==> src/rtl/uart_pkg.sv <==
// ----------------------------------------------------------------------------
// uart_pkg
// Shared UART definitions used by the transmitter (uart_tx_serializer) and the
// 16x-oversampled receiver.
//
// Contents:
//   OVERSAMPLE_DEFAULT - tick pulses per start/data/parity bit
//   FRAME_BITS_8N1     - line bits in one 8N1 frame (start + 8 data + stop)
//   uart_state_e       - FSM state encoding shared by TX and RX
//
// Build option:
//   UART_TX_PARITY_EN  - adds the PARITY state, widening the encoding to 3 bits
// ----------------------------------------------------------------------------
package uart_pkg;

    localparam int OVERSAMPLE_DEFAULT = 16;
    localparam int FRAME_BITS_8N1     = 10;

`ifdef UART_TX_PARITY_EN
    typedef enum logic [2:0] {
        IDLE   = 3'd0,
        START  = 3'd1,
        DATA   = 3'd2,
        STOP   = 3'd3,
        PARITY = 3'd4
    } uart_state_e;
`else
    typedef enum logic [1:0] {
        IDLE  = 2'd0,
        START = 2'd1,
        DATA  = 2'd2,
        STOP  = 2'd3
    } uart_state_e;
`endif

endpackage

==> src/rtl/uart_tx_serializer.sv <==
// ----------------------------------------------------------------------------
// uart_tx_serializer
// UART transmitter: serializes DATA_BITS-wide words into start/data/stop
// frames on tx, LSB first. Bit timing comes from the shared 16x oversample
// tick; every start/data/parity bit lasts exactly OVERSAMPLE tick pulses and
// the stop bit lasts STOP_TICKS pulses, regardless of tick spacing.
// A one-entry holding register lets the source queue the next word while a
// frame is on the line, so consecutive frames run with no idle gap.
//
// Ports:
//   clk       in   system clock
//   rst       in   asynchronous, active-high reset
//   tick      in   1-clk oversample strobe (16x baud)
//   tx_valid  in   source has a word
//   tx_data   in   word to send (captured when tx_valid && tx_ready)
//   tx_ready  out  holding register empty
//   tx        out  serial line, registered, idle high
//   tx_busy   out  FSM not in IDLE (registered)
//   tx_done   out  1-clk pulse when a stop bit completes
//
// Build option:
//   UART_TX_PARITY_EN - inserts an even-parity bit between data and stop.
// ----------------------------------------------------------------------------
module uart_tx_serializer
    import uart_pkg::*;
#(
    parameter int DATA_BITS  = 8,
    parameter int OVERSAMPLE = OVERSAMPLE_DEFAULT,
    parameter int STOP_TICKS = 16
) (
    input  logic                 clk,
    input  logic                 rst,
    input  logic                 tick,
    input  logic                 tx_valid,
    input  logic [DATA_BITS-1:0] tx_data,
    output logic                 tx_ready,
    output logic                 tx,
    output logic                 tx_busy,
    output logic                 tx_done
);

    localparam int TICK_W = (OVERSAMPLE > 1) ? $clog2(OVERSAMPLE) : 1;
    localparam int BIT_W  = (DATA_BITS > 1) ? $clog2(DATA_BITS) : 1;

    localparam logic [TICK_W-1:0] TICK_LAST = TICK_W'(OVERSAMPLE - 1);
    localparam logic [TICK_W-1:0] STOP_LAST = TICK_W'(STOP_TICKS - 1);
    localparam logic [BIT_W-1:0]  BIT_LAST  = BIT_W'(DATA_BITS - 1);

    uart_state_e          state;
    logic [TICK_W-1:0]    tick_cnt;
    logic [BIT_W-1:0]     bit_cnt;
    logic [DATA_BITS-1:0] shift_reg;
    logic [DATA_BITS-1:0] shift_next;
    logic [DATA_BITS-1:0] hold_reg;
    logic                 hold_full;
    logic                 accept;
`ifdef UART_TX_PARITY_EN
    logic                 parity_bit;
`endif

    assign tx_ready   = !hold_full;
    assign accept     = tx_valid && !hold_full;
    // Next data bit to drive after a shift; used so tx can be updated in the
    // same edge as the shift and stay a pure register output.
    assign shift_next = shift_reg >> 1;

    // NOTE: all state, including the data registers, uses non-blocking
    // assignments in one clocked block; the async reset clears every flop so
    // a reset mid-frame also drops the pending held word.
    always_ff @(posedge clk or posedge rst) begin
        if (rst) begin
            state     <= IDLE;
            tick_cnt  <= '0;
            bit_cnt   <= '0;
            shift_reg <= '0;
            hold_reg  <= '0;
            hold_full <= 1'b0;
            tx        <= 1'b1;
            tx_busy   <= 1'b0;
            tx_done   <= 1'b0;
`ifdef UART_TX_PARITY_EN
            parity_bit <= 1'b0;
`endif
        end else begin
            tx_done <= 1'b0;

            // Accept and unload are mutually exclusive: unload needs
            // hold_full=1, accept needs hold_full=0.
            if (accept) begin
                hold_reg  <= tx_data;
                hold_full <= 1'b1;
            end

            case (state)
                IDLE: begin
                    tx       <= 1'b1;
                    tick_cnt <= '0;
                    bit_cnt  <= '0;
                    // Leaving IDLE does not wait for a tick.
                    if (hold_full) begin
                        shift_reg <= hold_reg;
                        hold_full <= 1'b0;
`ifdef UART_TX_PARITY_EN
                        parity_bit <= ^hold_reg;
`endif
                        state     <= START;
                        tx        <= 1'b0;
                        tx_busy   <= 1'b1;
                    end
                end

                START: begin
                    if (tick) begin
                        if (tick_cnt == TICK_LAST) begin
                            tick_cnt <= '0;
                            state    <= DATA;
                            tx       <= shift_reg[0];
                        end else begin
                            tick_cnt <= tick_cnt + 1'b1;
                        end
                    end
                end

                DATA: begin
                    if (tick) begin
                        if (tick_cnt == TICK_LAST) begin
                            tick_cnt  <= '0;
                            shift_reg <= shift_next;
                            if (bit_cnt == BIT_LAST) begin
                                bit_cnt <= '0;
`ifdef UART_TX_PARITY_EN
                                state   <= PARITY;
                                tx      <= parity_bit;
`else
                                state   <= STOP;
                                tx      <= 1'b1;
`endif
                            end else begin
                                bit_cnt <= bit_cnt + 1'b1;
                                tx      <= shift_next[0];
                            end
                        end else begin
                            tick_cnt <= tick_cnt + 1'b1;
                        end
                    end
                end

`ifdef UART_TX_PARITY_EN
                PARITY: begin
                    if (tick) begin
                        if (tick_cnt == TICK_LAST) begin
                            tick_cnt <= '0;
                            state    <= STOP;
                            tx       <= 1'b1;
                        end else begin
                            tick_cnt <= tick_cnt + 1'b1;
                        end
                    end
                end
`endif

                STOP: begin
                    if (tick) begin
                        if (tick_cnt == STOP_LAST) begin
                            tick_cnt <= '0;
                            tx_done  <= 1'b1;
                            // A queued word starts straight away: the stop
                            // bit is followed by the next start bit.
                            if (hold_full) begin
                                shift_reg <= hold_reg;
                                hold_full <= 1'b0;
`ifdef UART_TX_PARITY_EN
                                parity_bit <= ^hold_reg;
`endif
                                state     <= START;
                                tx        <= 1'b0;
                            end else begin
                                state   <= IDLE;
                                tx      <= 1'b1;
                                tx_busy <= 1'b0;
                            end
                        end else begin
                            tick_cnt <= tick_cnt + 1'b1;
                        end
                    end
                end

                default: begin
                    state   <= IDLE;
                    tx      <= 1'b1;
                    tx_busy <= 1'b0;
                end
            endcase
        end
    end

endmodule
==> config.mk <==
export PLATFORM = sky130hd
export DESIGN_NAME = uart_tx_serializer
export DESIGN_NICKNAME = d
export VERILOG_FILES = /design/src/rtl/uart_pkg.sv /design/src/rtl/uart_tx_serializer.sv
export SDC_FILE = /design/constraint.sdc
export NUM_CORES = 1
export LEC_CHECK = 0
export BUFFER_PORTS_ARGS = -buffer_cell sky130_fd_sc_hd__clkbuf_2
export CAP_MARGIN = 20
export CORE_MARGIN = 8
export CORE_UTILIZATION = 35
export DETAILED_ROUTE_END_ITERATION = 8
export GPL_TIMING_DRIVEN = 0
export SLEW_MARGIN = 20
export SYNTH_ARGS = -nofsm -noshare
export SYNTH_HDL_FRONTEND = slang
export SYNTH_SLANG_ARGS = --single-unit
==> constraint.sdc <==
create_clock -name clk -period 2.1 [get_ports clk]
set_input_delay 0.105 -clock clk [delete_from_list [all_inputs] [get_ports clk]]
set_output_delay 0.105 -clock clk [all_outputs]
set_load 0.02 [all_outputs]
==> flow_results.xml, run 1 <==
<?xml version="1.0" encoding="UTF-8"?>
<metrics>
  <group name="power_and_ir_drop">
    <metric name="p_seq_frac" unit="">0.356</metric>
    <metric name="p_comb_frac" unit="">0.458</metric>
    <metric name="maximum_vdd_drop" unit="mV">0.656</metric>
    <metric name="total_power" unit="mW">2.68</metric>
    <metric name="clockPowerShare" unit="">0.186</metric>
    <metric name="internal_pwr_total" unit="mW">1.76</metric>
    <metric name="powerDensity" unit="nW/um^2">1530</metric>
    <metric name="leakagePower" unit="nW">0.807</metric>
    <metric name="power_switching_share" unit="">0.344</metric>
    <metric name="total_switching_power" unit="uW">922</metric>
  </group>
  <group name="sta">
    <metric name="final.min_clock_period" unit="ns">2.04</metric>
    <metric name="slew_limit_fails" unit="">0</metric>
    <metric name="clock.fmax" unit="GHz">0.491</metric>
    <metric name="worst_slew_margin_rel" unit="">0.594</metric>
    <metric name="number_of_endpoints_failing_setup_at_the_final_stage" unit="">0</metric>
    <metric name="fin_ws" unit="ns">0.0634</metric>
    <metric name="timing_worst_slew_pin_value" unit="ns">0.608</metric>
    <metric name="finalClockSkew" unit="ns">0.00783</metric>
    <metric name="grt_setup_unrepaired" unit="">false</metric>
    <metric name="post-route-period-util" unit="">0.970</metric>
    <metric name="fin_tns_setup" unit="ns">0</metric>
    <metric name="final_count_of_hold_timing_violations" unit="">0</metric>
  </group>
  <group name="floorplanning">
    <metric name="die_w" unit="um">81.2</metric>
    <metric name="fp-row-count" unit="">23</metric>
    <metric name="die-area" unit="sq um">6590</metric>
    <metric name="core_area" unit="sq um">4060</metric>
    <metric name="start_util" unit="">0.366</metric>
    <metric name="die_y" unit="um">81.2</metric>
    <metric name="number_of_placed_i_o_pins" unit="">16</metric>
  </group>
  <group name="logic_synthesis">
    <metric name="ys.warnings.count" unit="">0</metric>
    <metric name="netlist.area_leader.share" unit="">0.471</metric>
    <metric name="ys_top_cells_by_area" unit="">dfrtp_1, mux2_2, ha_1</metric>
    <metric name="ys_seq_elements" unit="">29</metric>
    <metric name="synth_sequential_area_ratio" unit="">0.489</metric>
    <metric name="synth_top_area_cell" unit="">dfrtp_1</metric>
    <metric name="syn-instance-count" unit="">120</metric>
    <metric name="syn-num-nets" unit="">140</metric>
    <metric name="avgSynthCellArea" unit="sq um">12.4</metric>
    <metric name="synthDistinctLibCells" unit="">34</metric>
    <metric name="post_synth_instance_area" unit="sq um">1490</metric>
  </group>
  <group name="grt">
    <metric name="grt_usage" unit="">0.0973</metric>
    <metric name="grt.overflow.total" unit="">0</metric>
    <metric name="global_route.peak_usage_layer" unit="">met2</metric>
    <metric name="grt_first_pass_wirelength" unit="mm">4.91</metric>
    <metric name="grt_antenna_before_repair" unit="">0</metric>
    <metric name="grt_max_degree" unit="">30</metric>
    <metric name="grt.met1_usage" unit="">0.0997</metric>
    <metric name="grt_met3_usage" unit="">0.0375</metric>
    <metric name="grt_pass1_vias" unit="">1085</metric>
    <metric name="grtUsageMet2" unit="">0.177</metric>
  </group>
  <group name="cts">
    <metric name="cts-root-buf" unit="">clkbuf_8</metric>
    <metric name="clock_insertion_delay_at_the_later_pin_of_the_skew_report" unit="ns">0.28</metric>
    <metric name="cts_tree" unit="">yes</metric>
    <metric name="numCtsBuffers" unit="">5</metric>
    <metric name="clock-sinks" unit="">29</metric>
    <metric name="clk_pin_slew_worst_paths" unit="ns">0.06</metric>
    <metric name="clockBufferDepth" unit="">2</metric>
    <metric name="ctsHtreeMaxLevel" unit="">2</metric>
  </group>
  <group name="routing">
    <metric name="drt_first_iter_violations" unit="">67</metric>
    <metric name="vias_per_inst" unit="">5.08</metric>
    <metric name="remaining_drc_errors" unit="">0</metric>
    <metric name="num_vias" unit="">991</metric>
    <metric name="detail_route.wl_per_cell" unit="um">15.0</metric>
    <metric name="ant_nets" unit="">0</metric>
    <metric name="routed_wire_length" unit="mm">2.93</metric>
    <metric name="drt_pass1_iterations" unit="">4</metric>
  </group>
  <group name="layout">
    <metric name="nNetsFinal" unit="">164</metric>
    <metric name="multiInputGateArea" unit="sq um">714</metric>
    <metric name="fin_util" unit="">0.431</metric>
    <metric name="final.fill_count" unit="">374</metric>
    <metric name="area_delta_synth_final" unit="%">17.6</metric>
    <metric name="ff_latch_area" unit="sq um">727</metric>
    <metric name="drive_above_1_share" unit="">0.400</metric>
    <metric name="diode_insertion_count_for_antenna_repair" unit="">0</metric>
  </group>
  <group name="critical_path">
    <metric name="cp-endpoint" unit="">shift_reg[7]</metric>
    <metric name="required" unit="ns">2.25</metric>
    <metric name="crit-reg2reg-launch" unit="">state[0]</metric>
    <metric name="timing.rr.end" unit="">shift_reg[7]</metric>
    <metric name="critical_path.endpoint_type" unit="">register</metric>
    <metric name="timing.critical_path.fanout_max" unit="">9</metric>
    <metric name="crit_type" unit="">reg2reg</metric>
    <metric name="critical_path_arrival" unit="ns">2.19</metric>
    <metric name="worst_setup_path_start_kind" unit="">register</metric>
    <metric name="worst_setup_startpoint" unit="">state[0]</metric>
    <metric name="timing.reg2reg.setup_slack" unit="ns">0.06</metric>
    <metric name="reg2regPathDepth" unit="">7</metric>
  </group>
  <group name="place">
    <metric name="gp_congestion" unit="">0.780</metric>
    <metric name="dp_worst_setup_slack" unit="ns">-0.0810</metric>
    <metric name="port-buffer-count" unit="">15</metric>
    <metric name="detailed_place_hpwl" unit="mm">2.10</metric>
  </group>
  <group name="run_status">
    <metric name="status" unit="">complete, no violations</metric>
  </group>
  <group name="worst_hold_path">
    <metric name="min-delay-path-class" unit="">in2reg</metric>
    <metric name="min_delay_path_depth" unit="">2</metric>
  </group>
  <group name="run">
    <metric name="max_cap_viol_count" unit="">0</metric>
  </group>
</metrics>
[area by class of cell]
class / instances / area share
flip-flops and latches: 29 / 0.416
multi-input cells: 81 / 0.409
repair buffers: 18 / 0.0573
clock buffers: 7 / 0.0551
well taps: 50 / 0.0358
plain buffers: 4 / 0.0136
inverters: 5 / 0.0107
clock inverters: 1 / 0.00286
[cells by family (layout without fill, tap and decap cells)]
family,count (synthesis),after routing,synth area share
flops,29,29,0.489
mux,28,28,0.211
simple gates,23,23,0.0901
compound gates,21,21,0.106
buf+inv,10,35,0.0303
fa+ha+maj,8,8,0.0673
xor+xnor,1,1,0.00589
[what timing repair did]
item | 4_1_cts | 5_1_grt
hold endpoints to repair | 0 | 28
setup endpoints to repair | 8 | 4
resized for setup | 0 | 2
hold buffers | 0 | 1
pin swaps | 1 | 0
setup buffers | 2 | 0
[per-layer routing]
layer / share of wire / vias up
li1: - / 476
met1: 0.42 / 492
met2: 0.53 / 17
met3: 0.041 / 6
met4: 0.013 / 0
met5: 0 / -
[critical path, stage by stage (launching register included)]
cell and delay [ns]:
dfrtp_1 0.43, inv_1 0.12, ha_1 0.22, buf_6 0.14, or2_1 0.25, a211oi_4 0.23
buf_4 0.18, mux2_2 0.33
[Yosys cell counts]
master	instances
dfrtp_1	28
mux2_2	27
ha_1	8
a21oi_1	5
inv_1	5
clkbuf_1	4
nor2_1	4
nor2b_1	4
o21ai_0	4
nand2_1	3
a22o_1	2
a2bb2oi_1	2
and2_1	2
nand2b_1	2
a211oi_1	1
a211oi_4	1
a21boi_0	1
a32oi_1	1
and3_1	1
and4_1	1
buf_6	1
dfstp_2	1
mux2i_1	1
nand3_1	1
nand3b_1	1
nand4_2	1
nor3_1	1
o221ai_1	1
o22a_1	1
o31ai_1	1
o32ai_1	1
or2_1	1
or3_1	1
xor2_1	1
[layout by cell type, fill, tap and decap left out, drive strengths merged, types with 3 or more instances in the layout]
| cell | Yosys | layout |
|---|---|---|
| mux2 | 27 | 27 |
| buf | 1 | 3 |
| o21ai | 4 | 4 |
| nand2 | 3 | 3 |
| inv | 5 | 5 |
| ha | 8 | 8 |
| clkbuf | 4 | 25 |
| a21oi | 5 | 5 |
| dfrtp | 28 | 28 |
| nor2b | 4 | 4 |
| nor2 | 4 | 4 |
[stage by stage]
| stage | std cells | instance area [sq um] | hold WS, ns |
|---|---|---|---|
| floorplan | 120 | 1490 | 0.182 |
| global placement | 185 | 1620 | 0.339 |
| detailed placement | 185 | 1620 | 0.343 |
| CTS | 195 | 1740 | 0.0546 |
| global route | 195 | 1750 | 0.0565 |
| finish | 195 | 1750 | 0.0570 |
[worst min path at each step]
stage	startpoint	to
floorplan	rst	bit_cnt[0]
global placement	tx_data[1]	hold_reg[1]
detailed placement	tx_data[0]	hold_reg[0]
CTS	tx_data[1]	hold_reg[1]
global route	tx_data[6]	hold_reg[6]
finish	tx_data[0]	hold_reg[0]
[power by group through the flow]
stage | registers, mW | clock network (mW) | logic (mW)
finish | 0.954 | 0.499 | 1.23
global route | 0.986 | 0.536 | 1.35
CTS | 0.952 | 0.509 | 1.25
detailed placement | 0.959 | 0 | 1.19
global placement | 0.943 | 0 | 1.13
floorplan | 0.937 | 0 | 0.940
No activity file was read; power rests on OpenSTA's default activity.
==> run 2, diff against run 1 <==
- SKIP_CTS_REPAIR_TIMING: default -> 1
- clock period: 2.1 -> 2.6 ns (I/O delays scaled with it)
==> flow_results.xml, run 2 (synthesized netlist as in run 1, its figures left out) <==
<?xml version="1.0" encoding="UTF-8"?>
<metrics>
  <group name="routing">
    <metric name="num_vias" unit="">989</metric>
    <metric name="ant_nets" unit="">0</metric>
    <metric name="vias_per_inst" unit="">5.10</metric>
    <metric name="detail_route.wl_per_cell" unit="um">15.1</metric>
    <metric name="drt_first_iter_violations" unit="">56</metric>
    <metric name="remaining_drc_errors" unit="">0</metric>
    <metric name="routed_wire_length" unit="mm">2.93</metric>
    <metric name="drt_pass1_iterations" unit="">4</metric>
  </group>
  <group name="cts">
    <metric name="ctsHtreeMaxLevel" unit="">2</metric>
    <metric name="clock-sinks" unit="">29</metric>
    <metric name="clockBufferDepth" unit="">2</metric>
    <metric name="numCtsBuffers" unit="">5</metric>
    <metric name="clk_pin_slew_worst_paths" unit="ns">0.06</metric>
    <metric name="clock_insertion_delay_at_the_later_pin_of_the_skew_report" unit="ns">0.27</metric>
    <metric name="cts_tree" unit="">yes</metric>
    <metric name="cts-root-buf" unit="">clkbuf_8</metric>
  </group>
  <group name="floorplanning">
    <metric name="die-area" unit="sq um">6590</metric>
    <metric name="core_area" unit="sq um">4060</metric>
    <metric name="fp-row-count" unit="">23</metric>
    <metric name="number_of_placed_i_o_pins" unit="">16</metric>
    <metric name="die_w" unit="um">81.2</metric>
    <metric name="start_util" unit="">0.366</metric>
    <metric name="die_y" unit="um">81.2</metric>
  </group>
  <group name="sta">
    <metric name="slew_limit_fails" unit="">0</metric>
    <metric name="timing_worst_slew_pin_value" unit="ns">0.600</metric>
    <metric name="final.min_clock_period" unit="ns">2.23</metric>
    <metric name="post-route-period-util" unit="">0.858</metric>
    <metric name="clock.fmax" unit="GHz">0.448</metric>
    <metric name="number_of_endpoints_failing_setup_at_the_final_stage" unit="">0</metric>
    <metric name="hold_ws" unit="ns">0.0865</metric>
    <metric name="finalClockSkew" unit="ns">0.00769</metric>
    <metric name="fin_tns_setup" unit="ns">0</metric>
    <metric name="grt_setup_unrepaired" unit="">false</metric>
    <metric name="worst_slew_margin_rel" unit="">0.599</metric>
    <metric name="final_count_of_hold_timing_violations" unit="">0</metric>
  </group>
  <group name="power_and_ir_drop">
    <metric name="powerDensity" unit="nW/um^2">1230</metric>
    <metric name="maximum_vdd_drop" unit="mV">0.521</metric>
    <metric name="leakagePower" unit="nW">0.795</metric>
  </group>
  <group name="layout">
    <metric name="area_delta_synth_final" unit="%">16.8</metric>
    <metric name="nNetsFinal" unit="">163</metric>
    <metric name="layout.cells.most_common" unit="">dfrtp_1</metric>
    <metric name="drive_above_1_share" unit="">0.382</metric>
    <metric name="diode_insertion_count_for_antenna_repair" unit="">0</metric>
    <metric name="final.fill_count" unit="">374</metric>
    <metric name="most-common-layout-cells" unit="">dfrtp_1, mux2_2, clkbuf_2</metric>
  </group>
  <group name="critical_path">
    <metric name="worst_setup_path_start_kind" unit="">register</metric>
    <metric name="crit_type" unit="">reg2reg</metric>
    <metric name="critical_path_arrival" unit="ns">2.38</metric>
    <metric name="required" unit="ns">2.75</metric>
    <metric name="critical_path.endpoint_type" unit="">register</metric>
    <metric name="timing.critical_path.fanout_max" unit="">9</metric>
  </group>
  <group name="run">
    <metric name="max_cap_viol_count" unit="">0</metric>
  </group>
  <group name="run_status">
    <metric name="status" unit="">complete, no violations</metric>
  </group>
  <group name="grt">
    <metric name="grt.overflow.total" unit="">0</metric>
    <metric name="grt_max_degree" unit="">30</metric>
    <metric name="grt_antenna_before_repair" unit="">0</metric>
    <metric name="grt_usage" unit="">0.0973</metric>
    <metric name="grt_pass1_vias" unit="">1079</metric>
    <metric name="grt_first_pass_wirelength" unit="mm">4.91</metric>
  </group>
  <group name="worst_hold_path">
    <metric name="min-delay-path-class" unit="">in2reg</metric>
  </group>
  <group name="place">
    <metric name="gp_congestion" unit="">0.780</metric>
    <metric name="detailed_place_hpwl" unit="mm">2.10</metric>
    <metric name="port-buffer-count" unit="">15</metric>
  </group>
</metrics>
-- run 2: cell types whose count changed in the layout (fill, tap and decap cells not counted), sizes merged --
| cell | previous run | this run |
|---|---|---|
| buf | 3 | 1 |
| clkbuf | 25 | 26 |
-- run 2: worst max-delay path: stages, from the launching register on --
cell and delay, ns:
dfrtp_1 0.43, inv_1 0.12, ha_1 0.22, buf_6 0.14, or2_1 0.25, a211oi_4 0.53
mux2_2 0.40
-- run 2: power by group --
group | switching, mW | internal, mW | total, mW
Sequential | 0.119 | 0.652 | 0.771
Combinational | 0.462 | 0.498 | 0.960
Clock | 0.160 | 0.239 | 0.398
-- run 2: final cells by class --
cell class | count | area [sq um] | area share
Tap cell | 50 | 62.6 | 0.0360
Sequential cell | 29 | 727 | 0.419
Buffer | 5 | 26.3 | 0.0151
Timing Repair Buffer | 16 | 85.1 | 0.0490
Clock inverter | 1 | 5.00 | 0.00288
Inverter | 5 | 18.8 | 0.0108
Clock buffer | 7 | 96.3 | 0.0555
Multi-Input combinational cell | 81 | 714 | 0.412
-- run 2: worst paths after layout --
check | start | end | slack (ns) | cells past startpoint
max in group asynchronous | rst | hold_reg[4] | 1.74 | 3
setup reg to reg | state[0] | shift_reg[7] | 0.37 | 6
setup / recovery | state[0] | shift_reg[7] | 0.37 | 6
hold reg to reg | hold_reg[1] | hold_reg[1] | 0.50 | 1
hold / removal | tx_data[6] | hold_reg[6] | 0.09 | 2
min in group asynchronous | rst | hold_full | 0.46 | 3
-- run 2: layer usage --
metal  vias up  GRT usage  share of wire
met3         2     0.0375          0.042
met4         0     0.0321         0.0044
met1       497     0.0990           0.41
met5         -          0              0
li1        472          -              -
met2        18      0.178           0.54
-- run 2: per-stage QoR --
step	power, mW	cells	setup slack, ns	util	cell area (sq um)
after floorplan	1.52	120	0.667	-	1490
after global placement	1.67	185	0.474	0.400	1620
after detailed placement	1.74	185	0.419	0.400	1620
after CTS	2.15	193	0.398	0.425	1730
after global routing	2.28	194	0.320	0.428	1740
final	2.13	194	0.370	0.428	1740
